--- src/rtl/sram_access_ctrl.sv ---
// AHB-Lite slave in front of the four-bank single-port SRAM array.
// Word accesses take no wait states. Sub-word writes use read-modify-write.
module sram_access_ctrl #(
    parameter int SRAM_ADDR_WIDTH = 12,
    parameter int SRAM_DATA_WIDTH = 32
) (
    input  logic                       hclk,
    input  logic                       hresetn,
    input  logic                       hsel,
    input  logic [1:0]                 htrans,
    input  logic                       hwrite,
    input  logic [2:0]                 hsize,
    input  logic [31:0]                haddr,
    input  logic [SRAM_DATA_WIDTH-1:0] hwdata,
    input  logic                       hready,
    output logic                       hready_resp,
    output logic [1:0]                 hresp,
    output logic [SRAM_DATA_WIDTH-1:0] hrdata,
    output logic [3:0]                 sram_cb_n,
    output logic [3:0]                 sram_cs_n,
    output logic [SRAM_ADDR_WIDTH-1:0] sram_addr,
    output logic                       sram_write_n,
    output logic [SRAM_DATA_WIDTH-1:0] sram_wdata,
    input  logic [SRAM_DATA_WIDTH-1:0] sram_rdata
);

    localparam int unsigned NLANES = SRAM_DATA_WIDTH / 8;

    typedef enum logic [2:0] {
        IDLE, WR, RMW_RD, RMW_WR, RD, RD_DEF, ERR1, ERR2
    } state_t;

    state_t state, state_nxt;

    logic [SRAM_ADDR_WIDTH-1:0] a_addr;
    logic [1:0]                 a_bank;
    logic [1:0]                 a_lane;
    logic                       a_byte;

    logic                       take;
    logic                       illegal;
    logic                       port_busy;
    logic                       rd_now;
    logic [1:0]                 h_bank;
    logic [NLANES-1:0]          lane_sel;
    logic [SRAM_DATA_WIDTH-1:0] merged;
    logic                       unused_bits;

    assign unused_bits = &{1'b0, htrans[0], haddr[31:SRAM_ADDR_WIDTH+4]};

    assign h_bank    = haddr[SRAM_ADDR_WIDTH+3:SRAM_ADDR_WIDTH+2];
    assign take      = hsel & htrans[1] & hready & hready_resp;
    assign illegal   = (hsize > 3'd2) ||
                       ((hsize == 3'd1) && haddr[0]) ||
                       ((hsize == 3'd2) && (haddr[1:0] != 2'b00));
    assign port_busy = (state == WR) || (state == RMW_WR);
    assign rd_now    = take && !illegal && !hwrite && !port_busy;

    always_ff @(posedge hclk or negedge hresetn) begin
        if (!hresetn) begin
            state  <= IDLE;
            a_addr <= '0;
            a_bank <= '0;
            a_lane <= '0;
            a_byte <= 1'b0;
        end else begin
            state <= state_nxt;
            if (take) begin
                a_addr <= haddr[SRAM_ADDR_WIDTH+1:2];
                a_bank <= h_bank;
                a_lane <= haddr[1:0];
                a_byte <= (hsize == 3'd0);
            end
        end
    end

    always_comb begin
        state_nxt = IDLE;
        case (state)
            RMW_RD: state_nxt = RMW_WR;
            RD_DEF: state_nxt = RD;
            ERR1:   state_nxt = ERR2;
            default: begin
                if (take) begin
                    if (illegal)
                        state_nxt = ERR1;
                    else if (hwrite)
                        state_nxt = (hsize == 3'd2) ? WR : RMW_RD;
                    else
                        state_nxt = port_busy ? RD_DEF : RD;
                end
            end
        endcase
    end

    // Little-endian merge: byte uses lane haddr[1:0], halfword uses haddr[1].
    always_comb begin
        lane_sel = '0;
        merged   = '0;
        for (int unsigned i = 0; i < NLANES; i++) begin
            lane_sel[i] = a_byte ? (a_lane == 2'(i)) : (a_lane[1] == i[1]);
            merged[i*8 +: 8] = lane_sel[i] ? hwdata[i*8 +: 8] : sram_rdata[i*8 +: 8];
        end
    end

    always_comb begin
        sram_cb_n    = '1;
        sram_cs_n    = '1;
        sram_addr    = '0;
        sram_write_n = 1'b1;
        sram_wdata   = '0;
        case (state)
            WR, RMW_WR: begin
                sram_cb_n    = ~(4'b0001 << a_bank);
                sram_cs_n    = sram_cb_n;
                sram_addr    = a_addr;
                sram_write_n = 1'b0;
                sram_wdata   = (state == WR) ? hwdata : merged;
            end
            RMW_RD, RD_DEF: begin
                sram_cb_n = ~(4'b0001 << a_bank);
                sram_cs_n = sram_cb_n;
                sram_addr = a_addr;
            end
            default: begin
                if (rd_now) begin
                    sram_cb_n = ~(4'b0001 << h_bank);
                    sram_cs_n = sram_cb_n;
                    sram_addr = haddr[SRAM_ADDR_WIDTH+1:2];
                end
            end
        endcase
    end

    always_comb begin
        hready_resp = !((state == RMW_RD) || (state == RD_DEF) || (state == ERR1));
        hresp       = ((state == ERR1) || (state == ERR2)) ? 2'b01 : 2'b00;
        hrdata      = (state == RD) ? sram_rdata : '0;
    end

endmodule

--- config.mk ---
export PLATFORM = sky130hd
export DESIGN_NAME = sram_access_ctrl
export DESIGN_NICKNAME = d
export VERILOG_FILES = /design/src/rtl/sram_access_ctrl.sv
export SDC_FILE = /design/constraint.sdc
export NUM_CORES = 1
export LEC_CHECK = 0
export CAP_MARGIN = 0
export CORE_MARGIN = 10
export CORE_UTILIZATION = 31
export CTS_CLUSTER_SIZE = 10
export DETAILED_ROUTE_END_ITERATION = 12
export GPL_TIMING_DRIVEN = 0
export HOLD_SLACK_MARGIN = 0.03
export PLACE_DENSITY = 0.82
export SLEW_MARGIN = 20
export SYNTH_ARGS = -nofsm -noshare
export SYNTH_HDL_FRONTEND = slang
export SYNTH_SLANG_ARGS = --single-unit
--- constraint.sdc ---
create_clock -name hclk -period 2.7 [get_ports hclk]
set_clock_uncertainty 0.15 [all_clocks]
set_input_delay 0.675 -clock hclk [delete_from_list [all_inputs] [get_ports hclk]]
set_output_delay 0.675 -clock hclk [all_outputs]
set_load 0.01 [all_outputs]
==> flow_summary.rst, run 1 <==
.. list-table::
   :header-rows: 1

   * - Metric
     - Value
   * - Share of power burned in registers
     - 13.8%
   * - Crit-path most repeated cell
     - sky130_fd_sc_hd__buf_6
   * - Maximum number of pins on one net before global-route repair
     - 21
   * - Starting Density
     - 32.2%
   * - Layout cell share with drive strength beyond 1
     - a little over a third
   * - Buffers on Ports
     - 175
   * - Half-perimeter wire length after placement
     - 8600 µm
   * - Ratio of total power to cell area
     - 859 nW/µm²
   * - Number of sinks driven by the clock tree
     - 20
   * - Synthesized net count
     - just under 400
   * - Core area
     - 6390 µm²
   * - Distinct cell type count after synthesis
     - 37
   * - Violated checks
     - setup timing
   * - WL met1
     - about 4500 µm
   * - Delay of the slowest cell on the worst path
     - ~400 ps
   * - Transition time at the pin with the least slew margin
     - around 1000 ps
   * - Remaining antenna violation count
     - 0
   * - Die Footprint
     - 10300 µm²
   * - Highest fanout seen on the critical path
     - 6
   * - Final cell area excluding filler cells
     - about 4600 µm²
   * - R2r endpoint
     - a_lane[0]$_DFFE_PN0P_
   * - Cell class contributing the biggest share of worst-path delay
     - buffers and inverters
   * - Multiplexer fraction of the synthesized cell area
     - between 10 and 15%
   * - DRC errors left
     - 0
   * - Worst-path cell with the longest stage delay
     - sky130_fd_sc_hd__dfrtp_1
   * - Clk buf depth
     - 2
   * - Share of async-settable or async-resettable flops after synthesis
     - between 90% and 100%
   * - Worst path depth
     - 10
   * - Detailed Route WL
     - 12000 µm
   * - Initial drt markers
     - just under 70
   * - Req. time, crit path
     - between 1500 and 2000 ps
   * - Min setup slack post-route
     - -56.0 ps
   * - Yosys top cell by area
     - sky130_fd_sc_hd__dfrtp_1
   * - Placed Area
     - 3900 µm²
   * - MaxCap Viol Count
     - 0
   * - Share of the yosys chip area belonging to registers
     - around a quarter
   * - Total overflow reported by the global router
     - 0
   * - Synth Register Bits
     - 20
   * - Shortest period the worst path allows
     - 2760 ps
   * - Count of standard-cell rows
     - 29
   * - Top routing layer in use
     - met4
   * - RePlAce Congestion
     - 0.890
   * - Net switching fraction of the power
     - 45.0%
   * - Most used flip-flop cell after synthesis
     - sky130_fd_sc_hd__dfrtp_1
   * - Number of buffers added by the clock tree synthesis step
     - 3
   * - Count of filler cells inserted in the layout
     - between 400 and 500
   * - Number of optimization iterations in the first detailed-route pass
     - 4
   * - Routed length on met3
     - approximately 1100 µm
   * - Area delta synth->final
     - 126%
   * - Simple-gate portion of the synthesized area
     - between 20 and 30%
   * - Startpoint of the worst register-to-register path
     - state[1]$_DFF_PN0_
   * - Max Fclk
     - around 0.36 GHz
   * - TritonCTS clock tree
     - done
   * - Total of endpoints with negative setup slack in the final report
     - 16
   * - Number of enable-type register cells in the synthesized netlist
     - 0
   * - Crit start category
     - flop
   * - Clock network fraction of design power
     - ~5%
   * - Vert. Die Dim
     - between 100 and 150 µm
   * - Final nets
     - roughly 610
   * - Top-area cell type share of the netlist area
     - about a quarter
   * - Nature of the critical path endpoint
     - output port
   * - Cells along the critical path
     - buf_6 > nor3b_4 > buf_6 > buf_6 > a21oi_4 > buf_12 > buf_6 > mux2i_1 > nor2_1 > buf_2
   * - Combinational family with the most area after synthesis
     - simple AND/OR/NAND/NOR gates
   * - Source of the critical timing path
     - state[0]$_DFF_PN0_
   * - Buf+Inv Stages, Crit Path
     - 6
   * - Wire length of the first global-routing pass
     - approximately 17000 µm
   * - Setup repair after global routing missed its margin
     - true
   * - Clock Root Buffer
     - sky130_fd_sc_hd__clkbuf_8
   * - Main area contributors after synthesis
     - sky130_fd_sc_hd__dfrtp_1 24%, sky130_fd_sc_hd__mux2i_1 12%, sky130_fd_sc_hd__and3_1 10%
   * - Maximum level of the CTS H-tree
     - 1
   * - Top-Level Pins
     - approximately 190
   * - Post-synthesis share of cell area spent on full adders, half adders and majority gates
     - 0%
   * - Run status
     - complete, but fails checks
   * - Worst setup timing slack at the placement stage
     - -1010 ps
   * - Final Max Slew Viols
     - 0
   * - Number of warnings issued by yosys
     - 0
   * - Arrival @ worst endpoint
     - 1930 ps
   * - X dimension of the die
     - between 100 and 150 µm
   * - Max transition margin
     - approximately 34%
   * - Most common library cell in the layout ignoring fill and taps
     - sky130_fd_sc_hd__clkdlybuf4s50_1
   * - Post-Syn Instances
     - 280
   * - P_int
     - between 0.002 and 0.0025 W
   * - GRT Resource Usage Total
     - 19.6%
   * - Post-synthesis xor/xnor area fraction
     - 0%
   * - Via count normalized by instance count
     - 5.15
   * - Max VDD drop
     - 538 µV
   * - Share of the clock period used by the worst path after layout
     - 102%
   * - Reported net switching power
     - between 0.0015 and 0.002 W
   * - R2R depth
     - 7
   * - Via count
     - between 2000 and 3000
   * - Cell count after placement
     - roughly 530
   * - Total standard cell area after synthesis
     - ~2100 µm²
   * - Detailed-routed wire length on met2
     - 6360 µm
   * - Class of the tightest hold or removal check
     - flop to flop
   * - Antenna cells
     - 0
   * - Setup CP Type
     - flop to output port
   * - Total count of hold-check failures in the final report
     - 0
   * - Number of antenna violations at the first check in global routing
     - 0
   * - Routed wirelength normalized by instance count
     - a little over 20 µm
   * - Clock-pin slew on the worst setup and hold paths
     - 80 ps
   * - Most frequent cells in the layout
     - 81 x sky130_fd_sc_hd__clkdlybuf4s50_1, 40 x sky130_fd_sc_hd__buf_4, 36 x sky130_fd_sc_hd__buf_2, 32 x sky130_fd_sc_hd__and3_1, 27 x sky130_fd_sc_hd__inv_1
   * - Slack of the worst reg-to-reg path
     - roughly 600 ps
   * - Compound-gate portion of the synthesized area
     - 21.7%
   * - Number of standard cells in the final layout excluding fillers
     - a little under 600
   * - Clk Latency, worst-skew pair
     - 260 ps
   * - Synthesized area divided by synthesized cell count
     - between 7 and 8 µm²
   * - Worst setup path endpoint
     - sram_wdata[31]
   * - Leakage power summed over all cells
     - between 2 and 3 nW
   * - Number of global-route vias before repair
     - 2973
   * - Relative contribution of combinational cells to total power
     - between 80 and 90%
[worst reg2reg max path, stage by stage, from the launching register on]
cell and delay, ps:
sky130_fd_sc_hd__dfrtp_1 400, sky130_fd_sc_hd__buf_6 150, sky130_fd_sc_hd__buf_4 160, sky130_fd_sc_hd__buf_4 140, sky130_fd_sc_hd__o211ai_4 340, sky130_fd_sc_hd__buf_4 190, sky130_fd_sc_hd__buf_4 120, sky130_fd_sc_hd__mux2_2 340
[metal layers]
layer	track usage, %	up-vias
li1	-	1420
met1	22.5	1425
met2	36.1	138
met3	5.04	12
met4	2.79	0
met5	0	-
[flip-flops by register name, indices dropped and copies added, names as in the netlist]
| signal | count |
|---|---|
| a_lane | 2 |
| a_bank | 2 |
| state | 3 |
| a_addr | 12 |
| a_byte | 1 |
[per-stage QoR]
stage          hold WS [ps]  util [%]  power (W)  setup TNS (ps)
2_1_floorplan           229         -    0.00188               0
3_3_place_gp            313      61.1    0.00302          -22030
3_5_place_dp            322      61.1    0.00305          -23070
4_1_cts                 337      66.9    0.00353            -231
5_1_grt                 381      72.6    0.00424           -2210
6_report                339      72.6    0.00398            -581
[cell families after synthesis]
family                 after synthesis
and+or+nand+nor                    111
AOI/OAI and AO/OA                   65
buffers and inverters               57
muxes                               26
DFF                                 20
other                                1
[cell usage after synthesis (all sizes together) (3+ instances only)]
cell and n:
nor2 28, nor3 3, nand3 13, nand2 27, and3 34, o32ai 12, o21ai 26, dfrtp 20
a31oi 3, mux2i 24, buf 16, clkbuf 12, inv 29, o211ai 3, a21oi 14
[final cells by class]
cell class | count | area, µm² | area share [%]
tap | 77 | 96.3 | 2.08
inverter | 29 | 109 | 2.35
clock buffer | 3 | 41.3 | 0.890
sequential | 20 | 500 | 10.8
multi-input combinational | 203 | 1620 | 35.0
buffer | 26 | 251 | 5.42
timing repair buffer | 223 | 2020 | 43.5
[power by group through the flow]
stage | sequential, W | combinational [W] | clock [W]
after floorplan | 0.000504 | 0.00138 | 0
after global placement | 0.000518 | 0.00250 | 0
after detailed placement | 0.000529 | 0.00253 | 0
after CTS | 0.000533 | 0.00280 | 0.000199
after global routing | 0.000565 | 0.00346 | 0.000210
final | 0.000550 | 0.00323 | 0.000200
[how the worst min path moves through the flow]
stage                                     start  slack (ps)                     to  depth (start not counted)
after global routing      a_addr[9]$_DFFE_PN0P_         380  a_addr[9]$_DFFE_PN0P_                          2
after global placement    a_addr[5]$_DFFE_PN0P_         310  a_addr[5]$_DFFE_PN0P_                          2
after floorplan                         hresetn         230  a_addr[0]$_DFFE_PN0P_                          0
after CTS                 a_addr[6]$_DFFE_PN0P_         340  a_addr[6]$_DFFE_PN0P_                          2
final                     a_addr[6]$_DFFE_PN0P_         340  a_addr[6]$_DFFE_PN0P_                          2
after detailed placement  a_addr[6]$_DFFE_PN0P_         320  a_addr[6]$_DFFE_PN0P_                          2
[timing repair]
| action | 4_1_cts | 5_1_grt |
|---|---|---|
| hold buffers | 0 | 0 |
| gates cloned | 0 | 3 |
| pin swaps | 17 | 20 |
| endpoints found under the setup margin | 85 | 67 |
| buffers inserted | 26 | 19 |
| gates resized for setup | 265 | 106 |
No activity file was read; power rests on OpenSTA's default activity.
==> run 2: changes to the inputs <==
--- a/config.mk
+++ b/config.mk
@@ -6,14 +6,14 @@
 export NUM_CORES = 1
 export LEC_CHECK = 0
 export CAP_MARGIN = 0
+export CORE_ASPECT_RATIO = 1.2
 export CORE_MARGIN = 10
 export CORE_UTILIZATION = 31
 export CTS_CLUSTER_SIZE = 10
 export DETAILED_ROUTE_END_ITERATION = 12
 export GPL_TIMING_DRIVEN = 0
-export HOLD_SLACK_MARGIN = 0.03
 export PLACE_DENSITY = 0.82
-export SLEW_MARGIN = 20
+export SLEW_MARGIN = 0
 export SYNTH_ARGS = -nofsm -noshare
 export SYNTH_HDL_FRONTEND = slang
 export SYNTH_SLANG_ARGS = --single-unit
==> run 2 against run 1 <==
Against the previous run:
- die area grew 0.13%
- non-clock buffer count down 13
- power down 4.5%
- via count fell by 1.7%
- clock power hardly changed
- critical path type unchanged
- setup slack better by 33 ps
- first-iteration DRC count up 94%
- the flow still finishes with violations (setup timing)
- register-to-register slack improved by 350 ps
- sequential power fell by 3%
- fmax increased by 1.2%
- wire length shrank 5.4%
- sequential share of layout area is 0.82 points higher
- critical endpoint is now sram_cs_n[2]
- largest cell class unchanged
==> flow_summary.rst, run 2 (same netlist as run 1, synthesis figures left out) <==
.. list-table::
   :header-rows: 1

   * - Metric
     - Value
   * - Total area of multi-input combinational cells
     - approximately 1500 µm²
   * - Number of sinks driven by the clock tree
     - 20
   * - Vert. Die Dim
     - between 100 and 150 µm
   * - Total overflow reported by the global router
     - 0
   * - Min setup slack post-route
     - -22.6 ps
   * - GRT Resource Usage Total
     - between 10% and 20%
   * - Crit-path most repeated cell
     - sky130_fd_sc_hd__buf_4
   * - Shortest period the worst path allows
     - ~2700 ps
   * - Half-perimeter wire length after placement
     - between 8000 and 9000 µm
   * - Nature of the critical path endpoint
     - output port
   * - DRC errors left
     - 0
   * - Clock-pin slew on the worst setup and hold paths
     - ~80 ps
   * - Number of optimization iterations in the first detailed-route pass
     - 4
   * - Setup repair after global routing missed its margin
     - true
   * - Maximum number of pins on one net before global-route repair
     - 21
   * - CTS Hold Bufs
     - 0
   * - Crit start category
     - flop
   * - Maximum level of the CTS H-tree
     - 1
   * - RePlAce Congestion
     - about 0.9
   * - Req. time, crit path
     - 1880 ps
   * - Number of antenna violations at the first check in global routing
     - 0
   * - Class of the tightest hold or removal check
     - flop to flop
   * - X dimension of the die
     - 94.3 µm
   * - Clk buf depth
     - 2
   * - Die Footprint
     - 10300 µm²
   * - Top-Level Pins
     - just under 200
   * - Setup CP Type
     - flop to output port
   * - R2R depth
     - 8
   * - Highest fanout seen on the critical path
     - 6
   * - Detailed Route WL
     - 11400 µm
   * - Hold path start
     - a_addr[0]$_DFFE_PN0P_
   * - Transition time at the pin with the least slew margin
     - 923 ps
   * - Starting Density
     - a little under a third
   * - Hold Crit Endpoint
     - a_addr[0]$_DFFE_PN0P_
   * - R2r endpoint
     - a_addr[3]$_DFFE_PN0P_
   * - Final nets
     - 600
   * - Violated checks
     - setup timing
   * - Placed Area
     - ~4000 µm²
   * - Max VDD drop
     - between 600 and 700 µV
   * - Max transition margin
     - 38.3%
   * - Worst Hold Depth
     - 2
   * - Via count
     - approximately 2900
   * - FF+latch area
     - ~500 µm²
   * - Worst setup timing slack at the placement stage
     - -945 ps
   * - Ratio of total power to cell area
     - roughly 880 nW/µm²
   * - Max Fclk
     - roughly 0.37 GHz
   * - Core area
     - between 6000 and 7000 µm²
   * - Most common library cell in the layout ignoring fill and taps
     - sky130_fd_sc_hd__clkdlybuf4s50_1
   * - TritonCTS clock tree
     - done
   * - Slack of the worst reg-to-reg path
     - roughly 940 ps
   * - Via count normalized by instance count
     - approximately 5
   * - Startpoint of the worst register-to-register path
     - state[1]$_DFF_PN0_
   * - Layout cell share with drive strength beyond 1
     - roughly a third
   * - Number of global-route vias before repair
     - 2862
   * - MaxCap Viol Count
     - 0
   * - Worst-path cell with the longest stage delay
     - sky130_fd_sc_hd__dfrtp_1
   * - Antenna cells
     - 0
   * - Clock Root Buffer
     - sky130_fd_sc_hd__clkbuf_8
   * - Run status
     - complete, but fails checks
   * - Initial drt markers
     - roughly 130
   * - Share of the clock period used by the worst path after layout
     - 101%
   * - Post-route worst hold slack
     - 336 ps
   * - Most frequent cells in the layout
     - 82 x sky130_fd_sc_hd__clkdlybuf4s50_1, 39 x sky130_fd_sc_hd__buf_2, 32 x sky130_fd_sc_hd__buf_4, 32 x sky130_fd_sc_hd__and3_1, 28 x sky130_fd_sc_hd__inv_1
   * - Wire length of the first global-routing pass
     - about 16000 µm
   * - Total of endpoints with negative setup slack in the final report
     - 5
   * - Number of flip-flops under the largest register name
     - 12
   * - Total count of hold-check failures in the final report
     - 0
   * - Fin Setup TNS
     - -50.1 ps
   * - Area delta synth->final
     - 110%
   * - Final cell area excluding filler cells
     - roughly 4300 µm²
   * - Arrival @ worst endpoint
     - 1900 ps
   * - Clk Latency, worst-skew pair
     - between 200 and 300 ps
   * - Remaining antenna violation count
     - 0
   * - Leakage power summed over all cells
     - between 2 and 2.5 nW
   * - Register with the most flip-flops
     - a_addr
   * - Number of buffers added by the clock tree synthesis step
     - 3
   * - Final Max Slew Viols
     - 0
   * - Delay of the slowest cell on the worst path
     - approximately 390 ps
   * - Count of standard-cell rows
     - 32
   * - Largest regs
     - a_addr x12, state x3
   * - Count of filler cells inserted in the layout
     - 563
   * - Buffers on Ports
     - 175
   * - Cells along the critical path
     - buf_8 > buf_4 > o21ai_4 > buf_6 > nor3b_1 > a31oi_1 > buf_4 > buf_2
   * - Routed wirelength normalized by instance count
     - 19.7 µm
==> run 2: report_power, final <==
part           internal (W)  switching [W]
Clock             0.0000996      0.0000996
Combinational       0.00154        0.00154
Sequential         0.000428       0.000104
==> run 2: layer usage <==
metal	part of all wire [%]	vias to the layer above	track usage, %
met3	9.9	13	6.67
met5	0	-	0
li1	-	1408	-
met4	1.2	0	2.93
met2	52	144	36.9
met1	37	1380	21.4
==> run 2: worst max path at each step <==
stage / from / end / slack, ps / cells after the start
finish: state[1]$_DFF_PN0_ / sram_cs_n[2] / -20 / 8
global route: state[1]$_DFF_PN0_ / sram_wdata[8] / -130 / 9
CTS: state[2]$_DFF_PN0_ / sram_wdata[9] / -120 / 9
detailed placement: hsize[0] / sram_addr[1] / -950 / 6
global placement: hsize[0] / sram_cs_n[1] / -910 / 7
floorplan: hsize[0] / sram_cs_n[1] / 110 / 5
==> run 2: final cells by class <==
class / instances / area share (%)
timing repair buffer: 210 / 41.5
sequential: 20 / 11.6
tap: 85 / 2.47
buffer: 26 / 5.19
inverter: 29 / 2.52
multi-input combinational: 204 / 35.8
clock buffer: 3 / 0.958
==> run 2: what timing repair did <==
| item | 4_1_cts | 5_1_grt |
|---|---|---|
| pin swaps | 13 | 13 |
| setup endpoints to repair | 85 | 50 |
| setup buffers | 18 | 15 |
| gates resized for setup | 280 | 76 |
| gates cloned | 3 | 1 |
==> run 2: stage by stage <==
step                power (W)  utilization [%]  cells
detailed placement    0.00308             60.7    540
global route          0.00405             66.9    577
CTS                   0.00348             64.5    563
global placement      0.00303             60.7    540
finish                0.00380             66.9    577
floorplan             0.00188                -    280
==> run 2: critical path, delay by kind of cell, from the launching register on <==
family,cells,cell delay [ps]
buffers and inverters,5,710
AO/OA/AOI/OAI,2,470
flip-flops,1,390
AND/OR/NAND/NOR,1,50
